[src/rtl/reservation_station_if.sv]
// Dispatch, CDB snoop and ALU issue signals of the reservation station.
// The master drives dispatch, CDB, flush and issue_ready. The slave is the station.
interface reservation_station_if #(
  parameter int DEPTH      = 4,
  parameter int TAG_WIDTH  = 6,
  parameter int DATA_WIDTH = 32,
  parameter int CTRL_WIDTH = 8
) ();
  logic                      flush;

  logic                      dispatch_valid;
  logic                      dispatch_ready;
  logic [CTRL_WIDTH-1:0]     dispatch_ctrl;
  logic [TAG_WIDTH-1:0]      dispatch_dst_tag;
  logic                      dispatch_src_a_ready;
  logic [TAG_WIDTH-1:0]      dispatch_src_a_tag;
  logic [DATA_WIDTH-1:0]     dispatch_src_a_data;
  logic                      dispatch_src_b_ready;
  logic [TAG_WIDTH-1:0]      dispatch_src_b_tag;
  logic [DATA_WIDTH-1:0]     dispatch_src_b_data;

  logic                      cdb_valid;
  logic [TAG_WIDTH-1:0]      cdb_tag;
  logic [DATA_WIDTH-1:0]     cdb_data;

  logic                      issue_valid;
  logic                      issue_ready;
  logic [CTRL_WIDTH-1:0]     issue_ctrl;
  logic [TAG_WIDTH-1:0]      issue_dst_tag;
  logic [DATA_WIDTH-1:0]     issue_src_a;
  logic [DATA_WIDTH-1:0]     issue_src_b;

  logic [$clog2(DEPTH):0]    occupancy;

  modport master (
    output flush,
    output dispatch_valid, dispatch_ctrl, dispatch_dst_tag,
    output dispatch_src_a_ready, dispatch_src_a_tag, dispatch_src_a_data,
    output dispatch_src_b_ready, dispatch_src_b_tag, dispatch_src_b_data,
    output cdb_valid, cdb_tag, cdb_data,
    output issue_ready,
    input  dispatch_ready, issue_valid, issue_ctrl, issue_dst_tag,
    input  issue_src_a, issue_src_b, occupancy
  );

  modport slave (
    input  flush,
    input  dispatch_valid, dispatch_ctrl, dispatch_dst_tag,
    input  dispatch_src_a_ready, dispatch_src_a_tag, dispatch_src_a_data,
    input  dispatch_src_b_ready, dispatch_src_b_tag, dispatch_src_b_data,
    input  cdb_valid, cdb_tag, cdb_data,
    input  issue_ready,
    output dispatch_ready, issue_valid, issue_ctrl, issue_dst_tag,
    output issue_src_a, issue_src_b, occupancy
  );
endinterface

[src/rtl/reservation_station.sv]
// Out-of-order issue queue that snoops the CDB and wakes pending operands.
// It issues the lowest-index entry whose two operands are ready.
module reservation_station #(
  parameter int DEPTH      = 4,
  parameter int TAG_WIDTH  = 6,
  parameter int DATA_WIDTH = 32,
  parameter int CTRL_WIDTH = 8
) (
  input logic                 clk,
  input logic                 rst_n,
  reservation_station_if.slave bus
);
  localparam int IDX_W = $clog2(DEPTH);
  localparam int OCC_W = IDX_W + 1;

  logic [DEPTH-1:0]      valid;
  logic [DEPTH-1:0]      a_rdy;
  logic [DEPTH-1:0]      b_rdy;
  logic [CTRL_WIDTH-1:0] ctrl   [DEPTH];
  logic [TAG_WIDTH-1:0]  dst    [DEPTH];
  logic [TAG_WIDTH-1:0]  a_tag  [DEPTH];
  logic [TAG_WIDTH-1:0]  b_tag  [DEPTH];
  logic [DATA_WIDTH-1:0] a_data [DEPTH];
  logic [DATA_WIDTH-1:0] b_data [DEPTH];

  logic [DEPTH-1:0]      wake_a;
  logic [DEPTH-1:0]      wake_b;
  logic                  free_found;
  logic [IDX_W-1:0]      free_idx;
  logic                  cand_found;
  logic [IDX_W-1:0]      sel_idx;
  logic [OCC_W-1:0]      occ;
  logic                  do_disp;
  logic                  do_issue;
  logic                  disp_a_rdy;
  logic                  disp_b_rdy;
  logic [DATA_WIDTH-1:0] disp_a_data;
  logic [DATA_WIDTH-1:0] disp_b_data;

  // Free slot, issue candidate and occupancy all come from registered state only.
  always_comb begin
    free_found = 1'b0;
    free_idx   = '0;
    cand_found = 1'b0;
    sel_idx    = '0;
    occ        = '0;
    for (int i = DEPTH - 1; i >= 0; i--) begin
      if (!valid[i]) begin
        free_found = 1'b1;
        free_idx   = IDX_W'(i);
      end
      if (valid[i] && a_rdy[i] && b_rdy[i]) begin
        cand_found = 1'b1;
        sel_idx    = IDX_W'(i);
      end
    end
    for (int i = 0; i < DEPTH; i++) begin
      occ = occ + OCC_W'(valid[i]);
    end
  end

  always_comb begin
    for (int i = 0; i < DEPTH; i++) begin
      wake_a[i] = valid[i] && !a_rdy[i] && bus.cdb_valid && (a_tag[i] == bus.cdb_tag);
      wake_b[i] = valid[i] && !b_rdy[i] && bus.cdb_valid && (b_tag[i] == bus.cdb_tag);
    end
  end

  // A broadcast arriving together with the dispatch is captured directly.
  assign disp_a_rdy  = bus.dispatch_src_a_ready ||
                       (bus.cdb_valid && (bus.cdb_tag == bus.dispatch_src_a_tag));
  assign disp_b_rdy  = bus.dispatch_src_b_ready ||
                       (bus.cdb_valid && (bus.cdb_tag == bus.dispatch_src_b_tag));
  assign disp_a_data = bus.dispatch_src_a_ready ? bus.dispatch_src_a_data : bus.cdb_data;
  assign disp_b_data = bus.dispatch_src_b_ready ? bus.dispatch_src_b_data : bus.cdb_data;

  assign do_disp  = bus.dispatch_valid && free_found && !bus.flush;
  assign do_issue = bus.issue_valid && bus.issue_ready;

  always_ff @(posedge clk or negedge rst_n) begin
    if (!rst_n) begin
      valid <= '0;
      a_rdy <= '0;
      b_rdy <= '0;
    end else if (bus.flush) begin
      valid <= '0;
    end else begin
      for (int i = 0; i < DEPTH; i++) begin
        if (do_issue && (sel_idx == IDX_W'(i))) begin
          valid[i] <= 1'b0;
        end
        if (do_disp && (free_idx == IDX_W'(i))) begin
          valid[i] <= 1'b1;
          a_rdy[i] <= disp_a_rdy;
          b_rdy[i] <= disp_b_rdy;
        end else begin
          if (wake_a[i]) a_rdy[i] <= 1'b1;
          if (wake_b[i]) b_rdy[i] <= 1'b1;
        end
      end
    end
  end

  // Payload carries no reset; it is only observed through valid entries.
  always_ff @(posedge clk) begin
    for (int i = 0; i < DEPTH; i++) begin
      if (do_disp && (free_idx == IDX_W'(i))) begin
        ctrl[i]   <= bus.dispatch_ctrl;
        dst[i]    <= bus.dispatch_dst_tag;
        a_tag[i]  <= bus.dispatch_src_a_tag;
        b_tag[i]  <= bus.dispatch_src_b_tag;
        a_data[i] <= disp_a_data;
        b_data[i] <= disp_b_data;
      end else begin
        if (wake_a[i]) a_data[i] <= bus.cdb_data;
        if (wake_b[i]) b_data[i] <= bus.cdb_data;
      end
    end
  end

  assign bus.dispatch_ready = free_found;
  assign bus.occupancy      = occ;
  assign bus.issue_valid    = cand_found && !bus.flush;
  assign bus.issue_ctrl     = cand_found ? ctrl[sel_idx]   : '0;
  assign bus.issue_dst_tag  = cand_found ? dst[sel_idx]    : '0;
  assign bus.issue_src_a    = cand_found ? a_data[sel_idx] : '0;
  assign bus.issue_src_b    = cand_found ? b_data[sel_idx] : '0;
endmodule

[src/flat_wrapper.sv]
// flat-port wrapper written by rule: the top's interface ports become plain ports
module reservation_station_flat 
#(
  parameter int DEPTH      = 4,
  parameter int TAG_WIDTH  = 6,
  parameter int DATA_WIDTH = 32,
  parameter int CTRL_WIDTH = 8
)
  (clk, rst_n, bus_flush, bus_dispatch_valid, bus_dispatch_ctrl, bus_dispatch_dst_tag, bus_dispatch_src_a_ready, bus_dispatch_src_a_tag, bus_dispatch_src_a_data, bus_dispatch_src_b_ready, bus_dispatch_src_b_tag, bus_dispatch_src_b_data, bus_cdb_valid, bus_cdb_tag, bus_cdb_data, bus_issue_ready, bus_dispatch_ready, bus_issue_valid, bus_issue_ctrl, bus_issue_dst_tag, bus_issue_src_a, bus_issue_src_b, bus_occupancy);
  reservation_station_if #(.DEPTH(DEPTH), .TAG_WIDTH(TAG_WIDTH), .DATA_WIDTH(DATA_WIDTH), .CTRL_WIDTH(CTRL_WIDTH)) bus_i ();
  input logic clk;
  input logic rst_n;
  input wire logic [$bits(bus_i.flush)-1:0] bus_flush;
  input wire logic [$bits(bus_i.dispatch_valid)-1:0] bus_dispatch_valid;
  input wire logic [$bits(bus_i.dispatch_ctrl)-1:0] bus_dispatch_ctrl;
  input wire logic [$bits(bus_i.dispatch_dst_tag)-1:0] bus_dispatch_dst_tag;
  input wire logic [$bits(bus_i.dispatch_src_a_ready)-1:0] bus_dispatch_src_a_ready;
  input wire logic [$bits(bus_i.dispatch_src_a_tag)-1:0] bus_dispatch_src_a_tag;
  input wire logic [$bits(bus_i.dispatch_src_a_data)-1:0] bus_dispatch_src_a_data;
  input wire logic [$bits(bus_i.dispatch_src_b_ready)-1:0] bus_dispatch_src_b_ready;
  input wire logic [$bits(bus_i.dispatch_src_b_tag)-1:0] bus_dispatch_src_b_tag;
  input wire logic [$bits(bus_i.dispatch_src_b_data)-1:0] bus_dispatch_src_b_data;
  input wire logic [$bits(bus_i.cdb_valid)-1:0] bus_cdb_valid;
  input wire logic [$bits(bus_i.cdb_tag)-1:0] bus_cdb_tag;
  input wire logic [$bits(bus_i.cdb_data)-1:0] bus_cdb_data;
  input wire logic [$bits(bus_i.issue_ready)-1:0] bus_issue_ready;
  output wire logic [$bits(bus_i.dispatch_ready)-1:0] bus_dispatch_ready;
  output wire logic [$bits(bus_i.issue_valid)-1:0] bus_issue_valid;
  output wire logic [$bits(bus_i.issue_ctrl)-1:0] bus_issue_ctrl;
  output wire logic [$bits(bus_i.issue_dst_tag)-1:0] bus_issue_dst_tag;
  output wire logic [$bits(bus_i.issue_src_a)-1:0] bus_issue_src_a;
  output wire logic [$bits(bus_i.issue_src_b)-1:0] bus_issue_src_b;
  output wire logic [$bits(bus_i.occupancy)-1:0] bus_occupancy;
  assign bus_i.flush = bus_flush;
  assign bus_i.dispatch_valid = bus_dispatch_valid;
  assign bus_i.dispatch_ctrl = bus_dispatch_ctrl;
  assign bus_i.dispatch_dst_tag = bus_dispatch_dst_tag;
  assign bus_i.dispatch_src_a_ready = bus_dispatch_src_a_ready;
  assign bus_i.dispatch_src_a_tag = bus_dispatch_src_a_tag;
  assign bus_i.dispatch_src_a_data = bus_dispatch_src_a_data;
  assign bus_i.dispatch_src_b_ready = bus_dispatch_src_b_ready;
  assign bus_i.dispatch_src_b_tag = bus_dispatch_src_b_tag;
  assign bus_i.dispatch_src_b_data = bus_dispatch_src_b_data;
  assign bus_i.cdb_valid = bus_cdb_valid;
  assign bus_i.cdb_tag = bus_cdb_tag;
  assign bus_i.cdb_data = bus_cdb_data;
  assign bus_i.issue_ready = bus_issue_ready;
  assign bus_dispatch_ready = bus_i.dispatch_ready;
  assign bus_issue_valid = bus_i.issue_valid;
  assign bus_issue_ctrl = bus_i.issue_ctrl;
  assign bus_issue_dst_tag = bus_i.issue_dst_tag;
  assign bus_issue_src_a = bus_i.issue_src_a;
  assign bus_issue_src_b = bus_i.issue_src_b;
  assign bus_occupancy = bus_i.occupancy;
  reservation_station #(.DEPTH(DEPTH), .TAG_WIDTH(TAG_WIDTH), .DATA_WIDTH(DATA_WIDTH), .CTRL_WIDTH(CTRL_WIDTH)) u_core (.clk(clk), .rst_n(rst_n), .bus(bus_i));
endmodule
[config.mk]
export PLATFORM = sky130hd
export DESIGN_NAME = reservation_station_flat
export DESIGN_NICKNAME = d
export VERILOG_FILES = /design/src/rtl/reservation_station_if.sv /design/src/rtl/reservation_station.sv /design/src/flat_wrapper.sv
export SDC_FILE = /design/constraint.sdc
export NUM_CORES = 1
export LEC_CHECK = 0
export CAP_MARGIN = 20
export CELL_PAD_IN_SITES_DETAIL_PLACEMENT = 1
export CELL_PAD_IN_SITES_GLOBAL_PLACEMENT = 2
export CORE_MARGIN = 2
export CORE_UTILIZATION = 42
export CTS_CLUSTER_SIZE = 20
export DETAILED_ROUTE_END_ITERATION = 10
export GPL_TIMING_DRIVEN = 0
export PLACE_DENSITY_LB_ADDON = 0.1
export SLEW_MARGIN = 10
export SYNTH_ARGS = -nofsm -noshare
export SYNTH_HDL_FRONTEND = slang
export SYNTH_SLANG_ARGS = --single-unit
export TNS_END_PERCENT = 20
[constraint.sdc]
create_clock -name clk -period 12.9 [get_ports clk]
set_clock_uncertainty 0.1 [all_clocks]
set_input_delay 1.935 -clock clk [delete_from_list [all_inputs] [get_ports clk]]
set_output_delay 1.935 -clock clk [all_outputs]
set_load 0.03 [all_outputs]
==> impl_results.md, run 1 <==
* Post-Syn Nets at 1468
* Slew Viols, Final at 0
* WP data required at around 11 ns
* Num ports at ~220
* Most common cell in the synthesized netlist: edfxtp_1
* CTS tree: built
* Grt total ovfl at 0
* Fraction of layout cells with a size suffix above 1 at 0.09779
* Cell taking the most area after synthesis: edfxtp_1
* Crit end category: output port
* Finished Layout Cells at between 2000 and 2500
* P&R area growth vs syn at 21.80%
* Num CTS Buffers at just over 40
* R2R depth at 5
* DRC viols at 0
* Final setup violating endpoints at 0
* Clk sinks at between 300 and 400
* DP HPWL at between 40000 and 50000 µm
* Top delay family on crit path: buffers and inverters
* Worst hold path type: flop to flop
* RSZ-0062 raised after global routing: false
* Maximum VDD drop at 0.07965 mV
* Routed Antenna Nets at 0
* Storage element area at 11110 µm²
* Crit path launch: u_core.valid[0]$_DFFE_PN0P_
* Max-Slew Margin vs Limit at 0.2548
* Minimum clock period at approximately 5.9 ns
* Post-Route WL at between 50000 and 60000 µm
* Setup WS pre-CTS at roughly 7.2 ns
* Outcome: complete, no violations
* #FFs+latches synth at between 300 and 400
* Synth Cell Area at 17440 µm²
* Critical path arrival at slightly below 4 ns
* First-pass GRT wire length at 87930 µm
* Die X at 207.8 µm
* CP max stage cell: clkdlybuf4s50_1
* Largest net degree at the start of global routing at 33
* Worst Max-Slew Pin Slew at 1.118 ns
* Drt pass-1 iters at 5
* Final worst-path setup slack at ~7 ns
* Top cell type's share of synthesized area at 0.6198
* Setup TNS at 0 ns
* Worst Hold End: u_core.b_rdy[2]$_DFFE_PN0P_
* Worst stage delay on the critical path at about 0.74 ns
* Primary FF master, synth: edfxtp_1
* Core ar. at 40920 µm²
* Syn Area/Cell at around 13 µm²
* Most used cell, CP: clkbuf_1
* Vias in the first global route at approximately 14000
* Netlist cell types at 40
* Setup slack, reg-to-reg at 9.71 ns
* RR Startpoint: u_core.valid[1]$_DFFE_PN0P_
* Initial Utilization at 0.4262
* Fillcell total at around 4200
* Total GRT Usage at 0.2724
* Min-delay src: u_core.b_rdy[2]$_DFFE_PN0P_
* Post-CTS Resized at 0
* Std-Cell Rows at 74
* Fin. Hold Viols at 0
* CP Launch Type: flop
* WS Path Type: flop to output port
* Initial antenna violation count at 1
* Max cap viols at 0
* EDFF count, synth at between 300 and 400
* Final cycle utilization of the critical path at 0.4559
* Fmax at 170.0 MHz
* RD Place Congestion at ~0.8
* Mean routed wirelength per cell at approximately 28 µm
* Final #Nets at around 1700
* Warnings from Yosys at 0
* Hold_ws at ~0.51 ns
* Vias per cell at just over 6
* Full die area at ~43000 µm²
* Async SR Flop Fraction at 0.03226
* Main area contributors after synthesis: edfxtp_1, o2bb2ai_1, a221oi_1
* Worst-path cell chain: buf_2 -> nand3_1 -> clkbuf_1 -> clkbuf_1 -> o21ai_0 -> o21ai_1 -> clkdlybuf4s50_1
* Max H-tree Level at 2
* Postcts setup bufs at 0
* LEAKAGE at ~6.8 nW
* CTS Buffer Depth at 3
* Synth cell count leaders: edfxtp_1, o2bb2ai_1, nand2_1
* Hold Path Stages at 2
* Syn Inst Count at 1329
* Clock Latency Late Sink at around 0.53 ns
* Chip Height at between 200 and 250 µm
* Dpl cells at around 2000
* PD cells at 139.3 nW/µm²
* Hold buffers post-CTS at 0
* Multi-input gate area at roughly 5600 µm²
* 1st-iter DRT viols at between 800 and 900
* Clk pin slew, worst setup/hold paths at 0.06 ns
* Reg2Reg Capture Point: u_core.a_data[1][23]$_DFFE_PP_
* Bufs and invs on worst path at 4
* Critical path depth at 7
* Root Buffer: clkbuf_16
* DR vias at ~13000
* CP Max Fanout at 10
* Sequential fraction of the synthesis area at 0.6371
* Count of input and output buffers at 178
==> report_power, final <==
part | internal [mW] | switching, mW
clock network | 0.627 | 0.468
logic | 0.176 | 0.304
registers | 1.37 | 0.0139
==> per-stage QoR <==
stage | util | total power [mW] | instance area, µm²
floorplan | - | 1.673 | 17440
global placement | 0.4860 | 1.877 | 19890
detailed placement | 0.4899 | 1.889 | 20050
CTS | 0.5190 | 2.968 | 21240
global route | 0.5191 | 3.045 | 21240
finish | 0.5191 | 2.959 | 21240
==> routing by layer <==
layer	global-route usage	share of wire
met3	0.04629	0.066
met5	0	0
met2	0.4547	0.48
met1	0.3599	0.42
met4	0.09416	0.031
==> cells by family after synthesis <==
kind of cell | after synthesis | share of synthesized area
and+or+nand+nor | 228 | 0.06292
AOI/OAI and AO/OA | 515 | 0.2261
DFF | 372 | 0.6371
buffers and inverters | 151 | 0.04118
adders and majority gates | 3 | 0.002582
xor gates and xnor gates | 60 | 0.03013
==> cell usage in the layout, fill, tap and decap left out, types with 4 or more instances in the layout <==
| cell | n |
|---|---|
| or4_1 | 7 |
| clkdlybuf4s50_1 | 178 |
| and3b_1 | 8 |
| nor3_2 | 8 |
| xnor2_1 | 43 |
| and3_1 | 4 |
| o21ai_1 | 24 |
| dfrtp_1 | 12 |
| o31ai_4 | 4 |
| buf_6 | 8 |
| clkinv_1 | 9 |
| clkbuf_16 | 41 |
| nor2_1 | 10 |
| buf_1 | 34 |
| buf_2 | 52 |
| a22oi_1 | 7 |
| a31o_2 | 4 |
| nand3_1 | 5 |
| nand3b_1 | 4 |
| buf_4 | 15 |
| o2bb2ai_1 | 256 |
| clkbuf_1 | 60 |
| nand2_1 | 152 |
| edfxtp_1 | 360 |
| o21ai_0 | 136 |
| a221oi_1 | 78 |
| or2_2 | 8 |
| nand4_1 | 10 |
| xor2_1 | 17 |
==> sequential cells by signal (all words and copies together) (netlist names) <==
signal,flops
u_core.b_rdy,4
u_core.b_tag,24
u_core.a_rdy,4
u_core.a_data,128
u_core.b_data,128
u_core.valid,4
u_core.dst,24
u_core.a_tag,24
u_core.ctrl,32
==> how the worst max path moves through the flow <==
stage          slack [ns]                              to
2_1_floorplan        7.25   u_core.a_data[0][0]$_DFFE_PP_
3_3_place_gp         4.11  u_core.a_data[0][17]$_DFFE_PP_
3_5_place_dp         7.21                 bus_issue_valid
4_1_cts              7.00             bus_issue_src_a[28]
5_1_grt              6.86             bus_issue_src_a[28]
6_report             7.02             bus_issue_src_a[28]
==> area by class of cell <==
type | count | area share
clock buffers | 56 | 0.05142
multi-input cells | 806 | 0.2653
inverters | 2 | 0.0003534
repair buffers | 188 | 0.09035
diodes | 1 | 0.0001178
well taps | 532 | 0.03133
plain buffers | 149 | 0.03346
clock inverters | 12 | 0.004653
flip-flops and latches | 372 | 0.5230
==> worst register-to-register path, cell delays in order, from the launching register on <==
cell     delay [ns]
dfrtp_1        0.35
buf_2          0.23
and3b_1        0.21
nand4_1        0.25
nor3_2         0.70
or2_2          0.96
(Power assumes the default switching activity.)
==> inputs of run 2 (changes only) <==
--- a/config.mk
+++ b/config.mk
@@ -9,7 +9,7 @@
 export CELL_PAD_IN_SITES_DETAIL_PLACEMENT = 1
 export CELL_PAD_IN_SITES_GLOBAL_PLACEMENT = 2
 export CORE_MARGIN = 2
-export CORE_UTILIZATION = 42
+export CORE_UTILIZATION = 35
 export CTS_CLUSTER_SIZE = 20
 export DETAILED_ROUTE_END_ITERATION = 10
 export GPL_TIMING_DRIVEN = 0
==> constraint.sdc (replaced) <==
create_clock -name clk -period 4.7 [get_ports clk]
set_clock_uncertainty 0.1 [all_clocks]
set_input_delay 0.705 -clock clk [delete_from_list [all_inputs] [get_ports clk]]
set_output_delay 0.705 -clock clk [all_outputs]
set_load 0.03 [all_outputs]
==> run 2 against run 1 <==
Net effect: final area up 1.8%; global-route usage fell by 2.9 points; non-clock buffer count is the same; worst hold slack lost 0.064 ns; first-iteration DRC count is 11% higher; largest cell class unchanged; final cell count increased by 6.8%; clock power grew to 3.1 times the previous value; sequential share of layout area down 0.93 points; critical path depth shrank 1; die area grew 20%.
==> impl_results.md, run 2 (same netlist as run 1, synthesis figures left out) <==
* Maximum VDD drop at 0.2144 mV (+170%)
* Chip Height at 227.2 µm (+9.4%)
* 1st-iter DRT viols at 922 (+11%)
* Vias in the first global route at 13614 (-1.4%)
* DRC viols at 0 (unchanged)
* Std-Cell Rows at 81 (+9.5%)
* RD Place Congestion at 0.7755 (-2.8%)
* Mean routed wirelength per cell at 27.47 µm (-2.6%)
* CTS tree: built
* Commonest non-fill, non-tap cell in the layout: edfxtp_1
* Final worst-path setup slack at 0.03790 ns (-6.981 ns)
* Largest net degree at the start of global routing at 33 (unchanged)
* Vias per cell at 5.720 (-6.4%)
* CTS Buffer Depth at 3 (unchanged)
* Worst hold path type: input pin to async pin
* Num CTS Buffers at 44 (+7.3%)
* CP Launch Type: flop
* Fraction of layout cells with a size suffix above 1 at 0.1101 (+0.01235)
* Clock Latency Late Sink at 0.56 ns (+0.03 ns)
* Final #Nets at 1702 (+0.18%)
* Clk pin slew, worst setup/hold paths at 0.06 ns (about the same)
* Max cap viols at 0 (unchanged)
* Crit end category: output port
* PD cells at 393.4 nW/µm² (+180%)
* WP data required at 3.89 ns (-6.97 ns)
* DR vias at 12938 (-0.0077%)
* Biggest regs: u_core.a_data x128, u_core.b_data x128, u_core.ctrl x32
* Ant diodes at 0 (-1)
* Drt pass-1 iters at 5 (unchanged)
* Root Buffer: clkbuf_16
* Routed Antenna Nets at 0 (unchanged)
* Count of input and output buffers at 178 (unchanged)
* Critical path arrival at 3.86 ns (about the same)
* Postcts setup bufs at 0 (unchanged)
* Worst Max-Slew Pin Slew at 1.089 ns (-0.02919 ns)
* Setup TNS at 0 ns (unchanged)
* Post-route design area at 21630 µm² (+1.8%)
* Initial antenna violation count at 1 (unchanged)
* Hold buffers post-CTS at 0 (unchanged)
* Finished Layout Cells at 2262 (+6.8%)
* Grt total ovfl at 0 (unchanged)
* Fin. Hold Viols at 0 (unchanged)
* Dpl cells at 2181 (+6.4%)
* Initial Utilization at 0.3556 (-0.07061)
* Final cycle utilization of the critical path at 0.9919
* Clk sinks at 372 (unchanged)
* Outcome: complete, no violations
* Post-CTS Resized at 1 (+1)
* Setup WS pre-CTS at 0.3054 ns (-6.906 ns)
* Total GRT Usage at 0.2429 (-0.02949)
* First-pass GRT wire length at 90630 µm (+3.1%)
* DP HPWL at 42050 µm (+4.0%)
* P&R area growth vs syn at 24.00%
* Max-Slew Margin vs Limit at 0.2743 (+0.01946)
* Post-Route WL at 62150 µm (+4.0%)
* Die X at 227.2 µm (+9.4%)
* Full die area at 51630 µm² (+20%)
* Fmax at 214.5 MHz
* RSZ-0062 raised after global routing: true
* Max H-tree Level at 2 (unchanged)
* Commonest non-fill, non-tap cells in the layout: edfxtp_1, o2bb2ai_1, clkdlybuf4s50_1
* Placed Area at 20200 µm² (+0.74%)
* Minimum clock period at between 4 and 5 ns
* Core ar. at 49050 µm² (+20%)
* Final setup violating endpoints at 0 (unchanged)
* Total chip power at 8.509 mW (+190%)
* Slew Viols, Final at 0 (unchanged)
* LEAKAGE at 6.877 nW (+1.8%)
* Num ports at 219 (unchanged)
* WS Path Type: flop to output port
* CP Max Fanout at 10 (unchanged)
## run 2: changes by cell type in the layout (fill, tap and decap cells not counted), moves of 2 or more
cell and delta:
clkinv_2 +8, clkbuf_1 -5, clkbuf_16 +5, clkinv_1 -3, inv_6 +2
## run 2: stage by stage
| step | util | hold slack (ns) |
|---|---|---|
| floorplan | - | 0.3094 |
| global placement | 0.4088 | 0.4760 |
| detailed placement | 0.4118 | 0.4745 |
| CTS | 0.4405 | 0.4347 |
| global route | 0.4409 | 0.4661 |
| finish | 0.4409 | 0.4454 |
## run 2: per-layer routing
| metal | wire length, µm | vias up | GRT usage |
|---|---|---|---|
| met5 | 14 | - | 0 |
| met3 | 3204 | 93 | 0.03369 |
| met4 | 1564 | 2 | 0.07906 |
| li1 | - | 5782 | - |
| met2 | 29270 | 414 | 0.3945 |
| met1 | 28090 | 6647 | 0.3362 |
## run 2: worst max-delay path, cell delays in order, from the launching register on
cell and delay (ns):
dfrtp_1 0.62, and3_1 0.25, buf_2 0.32, clkbuf_1 0.51
a221oi_1 0.18, o21ai_0 0.60, clkdlybuf4s50_1 0.81
## run 2: area by class of cell
cell class / count / area [µm²]
Buffer: 148 / 708.2
Inverter: 2 / 7.507
Sequential cell: 372 / 11110
Timing Repair Buffer: 189 / 1923
Fill cell: 5106 / 27430
Clock buffer: 59 / 1220
Tap cell: 664 / 830.8
Clock inverter: 22 / 191.4
Multi-Input combinational cell: 806 / 5635
## run 2: worst paths after layout
check	from	end	slack, ns	cells after the start
worst max-delay path	u_core.valid[2]$_DFFE_PN0P_	bus_issue_src_a[0]	0.04	6
worst min-delay path	rst_n	u_core.valid[0]$_DFFE_PN0P_	0.45	1
worst max register to register	u_core.valid[1]$_DFFE_PN0P_	u_core.a_data[1][9]$_DFFE_PP_	1.54	5
worst min register to register	u_core.b_rdy[2]$_DFFE_PN0P_	u_core.b_rdy[2]$_DFFE_PN0P_	0.49	2
max in group asynchronous	rst_n	u_core.b_rdy[0]$_DFFE_PN0P_	3.64	1
min in group clk	u_core.b_rdy[2]$_DFFE_PN0P_	u_core.b_rdy[2]$_DFFE_PN0P_	0.49	2
## run 2: power by group
| group | internal, mW | leakage, nW | switching, mW |
|---|---|---|---|
| registers | 3.76 | 3.43 | 0.0380 |
| logic | 0.484 | 2.75 | 0.845 |
| clock network | 1.99 | 0.695 | 1.39 |
| total | 6.24 | 6.88 | 2.27 |
==> RTL change 1 (config.mk and constraints of run 2) <==
`TAG_WIDTH` is set to 6 in 3 places; all go to 8.
--- a/src/rtl/reservation_station_if.sv
+++ b/src/rtl/reservation_station_if.sv
@@ -2,7 +2,7 @@
 // The master drives dispatch, CDB, flush and issue_ready. The slave is the station.
 interface reservation_station_if #(
   parameter int DEPTH      = 4,
-  parameter int TAG_WIDTH  = 6,
+  parameter int TAG_WIDTH  = 8,
   parameter int DATA_WIDTH = 32,
   parameter int CTRL_WIDTH = 8
 ) ();
--- a/src/rtl/reservation_station.sv
+++ b/src/rtl/reservation_station.sv
@@ -2,7 +2,7 @@
 // It issues the lowest-index entry whose two operands are ready.
 module reservation_station #(
   parameter int DEPTH      = 4,
-  parameter int TAG_WIDTH  = 6,
+  parameter int TAG_WIDTH  = 8,
   parameter int DATA_WIDTH = 32,
   parameter int CTRL_WIDTH = 8
 ) (
--- a/src/flat_wrapper.sv
+++ b/src/flat_wrapper.sv
@@ -2,7 +2,7 @@
 module reservation_station_flat 
 #(
   parameter int DEPTH      = 4,
-  parameter int TAG_WIDTH  = 6,
+  parameter int TAG_WIDTH  = 8,
   parameter int DATA_WIDTH = 32,
   parameter int CTRL_WIDTH = 8
 )
Interface: changed (5 resized); port bits go from 219 to 229. The function was not compared with the original's and may differ.
==> RTL change 1 against run 2 <==
Sequential power rose by 6.6%; routed wire length rose by 2.2%; synthesized area rose by 5.6%; sequential cell count rose by 24; power rose by 4.9%; largest power group unchanged; count of clock-buffer cells in the layout fell by 2; critical endpoint is now bus_issue_src_b[21]; final area rose by 5.9%; die area rose by 5.5%; worst setup slack improved by 0.065 ns.
==> RTL change 1: results (changes against run 2) <==
| Metric | Value |
|---|---|
| Fillers | `5,335 (was 5,106)` |
| Critical Path End | `bus_issue_src_b[21] (was bus_issue_src_a[0])` |
| Post-synth EDFFs | `384 (was 360)` |
| Initial antenna violation count | `3 (was 1)` |
| Leak | `0.00719 uW (was 0.00688 uW)` |
| First-pass GRT wire length | `93,000 um (was 90,600 um)` |
| Critical R2R Launch | `u_core.valid[2]$_DFFE_PN0P_ (was u_core.valid[1]$_DFFE_PN0P_)` |
| Vias in the first global route | `14.1k (was 13.6k)` |
| Tot GR Track Use | `0.235 (was 0.243)` |
| Post-synth top cells | `384 x edfxtp_1, 256 x o2bb2ai_1, 160 x o21ai_0 (was 360 x edfxtp_1, 256 x o2bb2ai_1, 152 x nand2_1)` |
| CTS buffer count | `46 (was 44)` |
| Sequential-to-total area share from yosys stat | `0.643 (was 0.637)` |
| Worst R2R Path Depth | `4 (was 5)` |
| Status | `complete, no violations (unchanged)` |
| I/O Buffers | `186 (was 178)` |
| Nets | `1,775 (was 1,702)` |
| Layout cells sized above 1 | `0.112 (was 0.110)` |
| Top cells by area, synth | `edfxtp_1 63%, o2bb2ai_1 12%, o21ai_0 4.3% (was edfxtp_1 62%, o2bb2ai_1 13%, a221oi_1 3.9%)` |
| DRT iter0 DRCs | `813 (was 922)` |
| Ys async rst share | `0.0303 (was 0.0323)` |
| Post-Syn Nets | `1,523 (was 1,468)` |
| Slew @ Worst Pin | `1.10 ns (was 1.09 ns)` |
| CP max stage delay | `0.78 ns (was 0.81 ns)` |
| Synth unique cells | `34 (was 40)` |
| Area after DPL | `0.0214 sq mm (was 0.0202 sq mm)` |
| Routability cong. | `0.788 (was 0.776)` |
| Crit path launch | `u_core.valid[3]$_DFFE_PN0P_ (was u_core.valid[2]$_DFFE_PN0P_)` |
| Reg2reg setup slack | `1.32 ns (was 1.54 ns)` |
| Clk Latency, worst-skew pair | `0.58 ns (was 0.56 ns)` |
[RTL change 1: cell types whose count changed after synthesis, moves of 10 or more]
cell	before	now
clkbuf_1	46	59
o21ai_1	24	0
xnor2_1	43	58
o21ai_0	136	160
buf_2	52	42
edfxtp_1	360	384
[RTL change 1: per-layer routing]
layer / share of wire / wire length [um] / global-route usage
met2: 0.50 / 31800 / 0.405
met4: 0.024 / 1540 / 0.0717
met3: 0.053 / 3350 / 0.0370
met1: 0.42 / 26700 / 0.302
met5: 0.00046 / 29 / 0
[RTL change 1: through the flow]
step / std cells / setup slack [ns] / hold WS [ns] / TNS, ns
floorplan: 1376 / -0.208 / 0.309 / -20.49
global placement: 2250 / -3.61 / 0.469 / -813.85
detailed placement: 2269 / 0.337 / 0.501 / 0
CTS: 2354 / 0.0534 / 0.421 / 0
global route: 2354 / -0.0154 / 0.456 / -0.0154
finish: 2355 / 0.103 / 0.430 / 0
[RTL change 1: layout make-up]
| type | instances | area (sq um) | area share |
|---|---|---|---|
| Sequential cell | 396 | 11800 | 0.516 |
| Multi-Input combinational cell | 830 | 5900 | 0.257 |
| Timing Repair Buffer | 205 | 2130 | 0.0928 |
| Clock buffer | 57 | 1260 | 0.0548 |
| Tap cell | 688 | 861 | 0.0376 |
| Buffer | 148 | 711 | 0.0310 |
| Clock inverter | 29 | 219 | 0.00956 |
| Inverter | 1 | 3.75 | 0.000164 |
| Antenna cell | 1 | 2.50 | 0.000109 |
[RTL change 1: critical path, delay by kind of cell, from the launching register on]
kind,cells,cell delay (ns)
simple gates,2,0.74
buf+inv,2,1.31
flops,1,0.54
compound gates,2,0.62
[RTL change 1: power by group]
part | leakage [uW] | switching, uW | internal [uW]
logic | 0.00283 | 845 | 507
clock network | 0.000704 | 1470 | 2060
registers | 0.00365 | 42.3 | 4000
total | 0.00719 | 2360 | 6570
[RTL change 1: logic make-up after synthesis]
family,after synthesis,synth area share
buffers and inverters,150,0.0387
adder cells (fa/ha/maj),3,0.00245
flip-flops,396,0.643
AO/OA/AOI/OAI,519,0.219
XOR/XNOR,80,0.0381
AND/OR/NAND/NOR,228,0.0591
[RTL change 1: repair_timing]
| action | 4_1_cts | 5_1_grt |
|---|---|---|
| resized for setup | 3 | 5 |
| pin swaps | 0 | 0 |
| setup endpoints to repair | 40 | 4 |
==> RTL change 2 (flow settings as in run 2) <==
Made on the original files. Reset style: synchronous (`rst_n`), changed in one clocked block.
--- a/src/rtl/reservation_station.sv
+++ b/src/rtl/reservation_station.sv
@@ -77,7 +77,7 @@
   assign do_disp  = bus.dispatch_valid && free_found && !bus.flush;
   assign do_issue = bus.issue_valid && bus.issue_ready;
 
-  always_ff @(posedge clk or negedge rst_n) begin
+  always_ff @(posedge clk) begin
     if (!rst_n) begin
       valid <= '0;
       a_rdy <= '0;
Behaviour: differs if rst_n is asserted again (counterexample within 4 cycles, from zero or initial values and one cycle with rst_n low); with rst_n held inactive, the same outputs for 4 cycles.
==> RTL change 2 against run 2 <==
Sequential cell count unchanged; non-clock buffer count decreased by 34; critical endpoint unchanged; final area increased by 1.8%; routed wire length decreased by 11%; synthesized area increased by 0.48%; largest cell class unchanged; worst setup slack improved by 0.12 ns; first-iteration DRC count decreased by 14%; critical path depth unchanged.
Power is not compared: it rests on default switching activity, and its combinational part moved more than twofold at a synthesized area within 25%.
==> RTL change 2: results (changes against run 2) <==
| Metric | Value |
|---|---|
| Status | `complete, no violations (unchanged)` |
| Clock-pin slew on the worst setup and hold paths | `0.06 ns (about the same)` |
| Clk Latency, worst-skew pair | `0.58 ns (was 0.56 ns)` |
| First-pass DRT Iterations | `7 (was 5)` |
| DRT iter0 DRCs | `795 (was 922)` |
| Leak | `0.00720 uW` |
| Post-DR vias/cell | `5.29 (was 5.72)` |
| Ys async rst share | `0 (was 0.0323)` |
| Crit path max fanout | `16 (was 10)` |
| Fillers | `5,092 (was 5,106)` |
| Initial antenna violation count | `3 (was 1)` |
| HPWL after DPL | `38,300 um (was 42,000 um)` |
| Mux contribution to synthesized area | `0.171 (was 0)` |
| Synth Area in XOR/XNOR | `0.0300 (was 0.0301)` |
| Post-Syn Nets | `1,346 (was 1,468)` |
| Nets | `1,611 (was 1,702)` |
| Post-synth top cells | `360 x edfxtp_1, 226 x mux2_2, 163 x o21ai_0 (was 360 x edfxtp_1, 256 x o2bb2ai_1, 152 x nand2_1)` |
| Total gr overflow | `0 (unchanged)` |
| Largest regs | `u_core.a_data: 128 flops, u_core.b_data: 128 flops, u_core.ctrl: 32 flops (unchanged)` |
| Critical Path AT | `3.74 ns (was 3.86 ns)` |
| Largest vdd supply drop | `0.185 mV` |
| Post_cts resized | `5 (was 1)` |
| Fraction of the mapped netlist area in compound gates | `0.102 (was 0.226)` |
| Postcts setup bufs | `0 (unchanged)` |
| Routability cong. | `0.756 (was 0.776)` |
| Sequential-to-total area share from yosys stat | `0.631 (was 0.637)` |
| Adder-cell share of the synthesized area | `0.00328 (was 0.00258)` |
| H-tree lvl count | `2 (unchanged)` |
| Area after DPL | `0.0207 sq mm (was 0.0202 sq mm)` |
| Pin count of the biggest net entering global routing | `31 (was 33)` |
| Mapped Cells | `1,206 (was 1,329)` |
| WL final | `55,300 um (was 62,100 um)` |
| Final cell count without fillers | `2,176 (was 2,262)` |
| I/O Buffers | `212 (was 178)` |
| Dpl ws | `0.369 ns (was 0.305 ns)` |
| Slew @ Worst Pin | `0.915 ns (was 1.09 ns)` |
| Top cells by area, synth | `edfxtp_1 62%, mux2_2 15%, o21ai_0 4.7% (was edfxtp_1 62%, o2bb2ai_1 13%, a221oi_1 3.9%)` |
| Hold WC Path Type | `reg -> reg (was in -> async)` |
| Layout cells sized above 1 | `0.253 (was 0.110)` |
| TNS Setup | `0 ns (unchanged)` |
| CTS buffer count | `43 (was 44)` |
| Vias in the first global route | `12.2k (was 13.6k)` |
| Clock Tree Root | `clkbuf_16 (unchanged)` |
| Synth unique cells | `44 (was 40)` |
| Tot GR Track Use | `0.213 (was 0.243)` |
| First-pass GRT wire length | `82,100 um (was 90,600 um)` |
| Clock buffer depth | `3 (unchanged)` |
| Cells after DPL | `2,099 (was 2,181)` |
| Post-synth EDFFs | `360 (unchanged)` |
| Syn. warnings | `0 (unchanged)` |
## RTL change 2: per-layer routing
metal  wire [um]  global-route usage
met1       25000               0.288
met3        2290              0.0376
met2       26900               0.355
met4        1050              0.0528
met5          30                   0
## RTL change 2: cell type report
cell class	count	area [sq um]	area share
clock inverters	11	45.0	0.00205
flip-flops and latches	372	11100	0.502
well taps	672	841	0.0382
inverters	9	36.3	0.00165
diodes	1	2.50	0.000114
clock buffers	66	1220	0.0557
multi-input cells	742	6060	0.275
plain buffers	82	403	0.0183
repair buffers	221	2350	0.107
## RTL change 2: cell families after synthesis
| family | after synthesis |
|---|---|
| adder cells (fa/ha/maj) | 4 |
| XOR/XNOR | 60 |
| AO/OA/AOI/OAI | 276 |
| AND/OR/NAND/NOR | 146 |
| buffers and inverters | 92 |
| multiplexers | 256 |
| flip-flops | 372 |
## RTL change 2: final timing paths
check                               start                        endpoint  slack, ns  cells past startpoint
max          u_core.valid[1]$_SDFFE_PP0P_              bus_issue_src_a[0]       0.15                      6
min          u_core.b_rdy[0]$_SDFFE_PN0P_    u_core.b_rdy[0]$_SDFFE_PN0P_       0.47                      2
max reg2reg  u_core.valid[1]$_SDFFE_PP0P_  u_core.a_data[1][16]$_DFFE_PP_       1.47                      7
min reg2reg  u_core.b_rdy[0]$_SDFFE_PN0P_    u_core.b_rdy[0]$_SDFFE_PN0P_       0.47                      2
## RTL change 2: where the power goes
group | switching [uW] | internal [uW] | leakage (uW)
clock | 1320 | 1780 | 0.000616
combinational | 288 | 313 | 0.00322
sequential | 14.4 | 3710 | 0.00337
## RTL change 2: worst max-delay path, stage by stage (launching register included)
cell and delay (ns):
dfxtp_1 0.56, and3_2 0.23, buf_2 0.41, clkbuf_1 0.54
a221oi_1 0.11, o21ai_0 0.52, clkdlybuf4s50_1 0.79
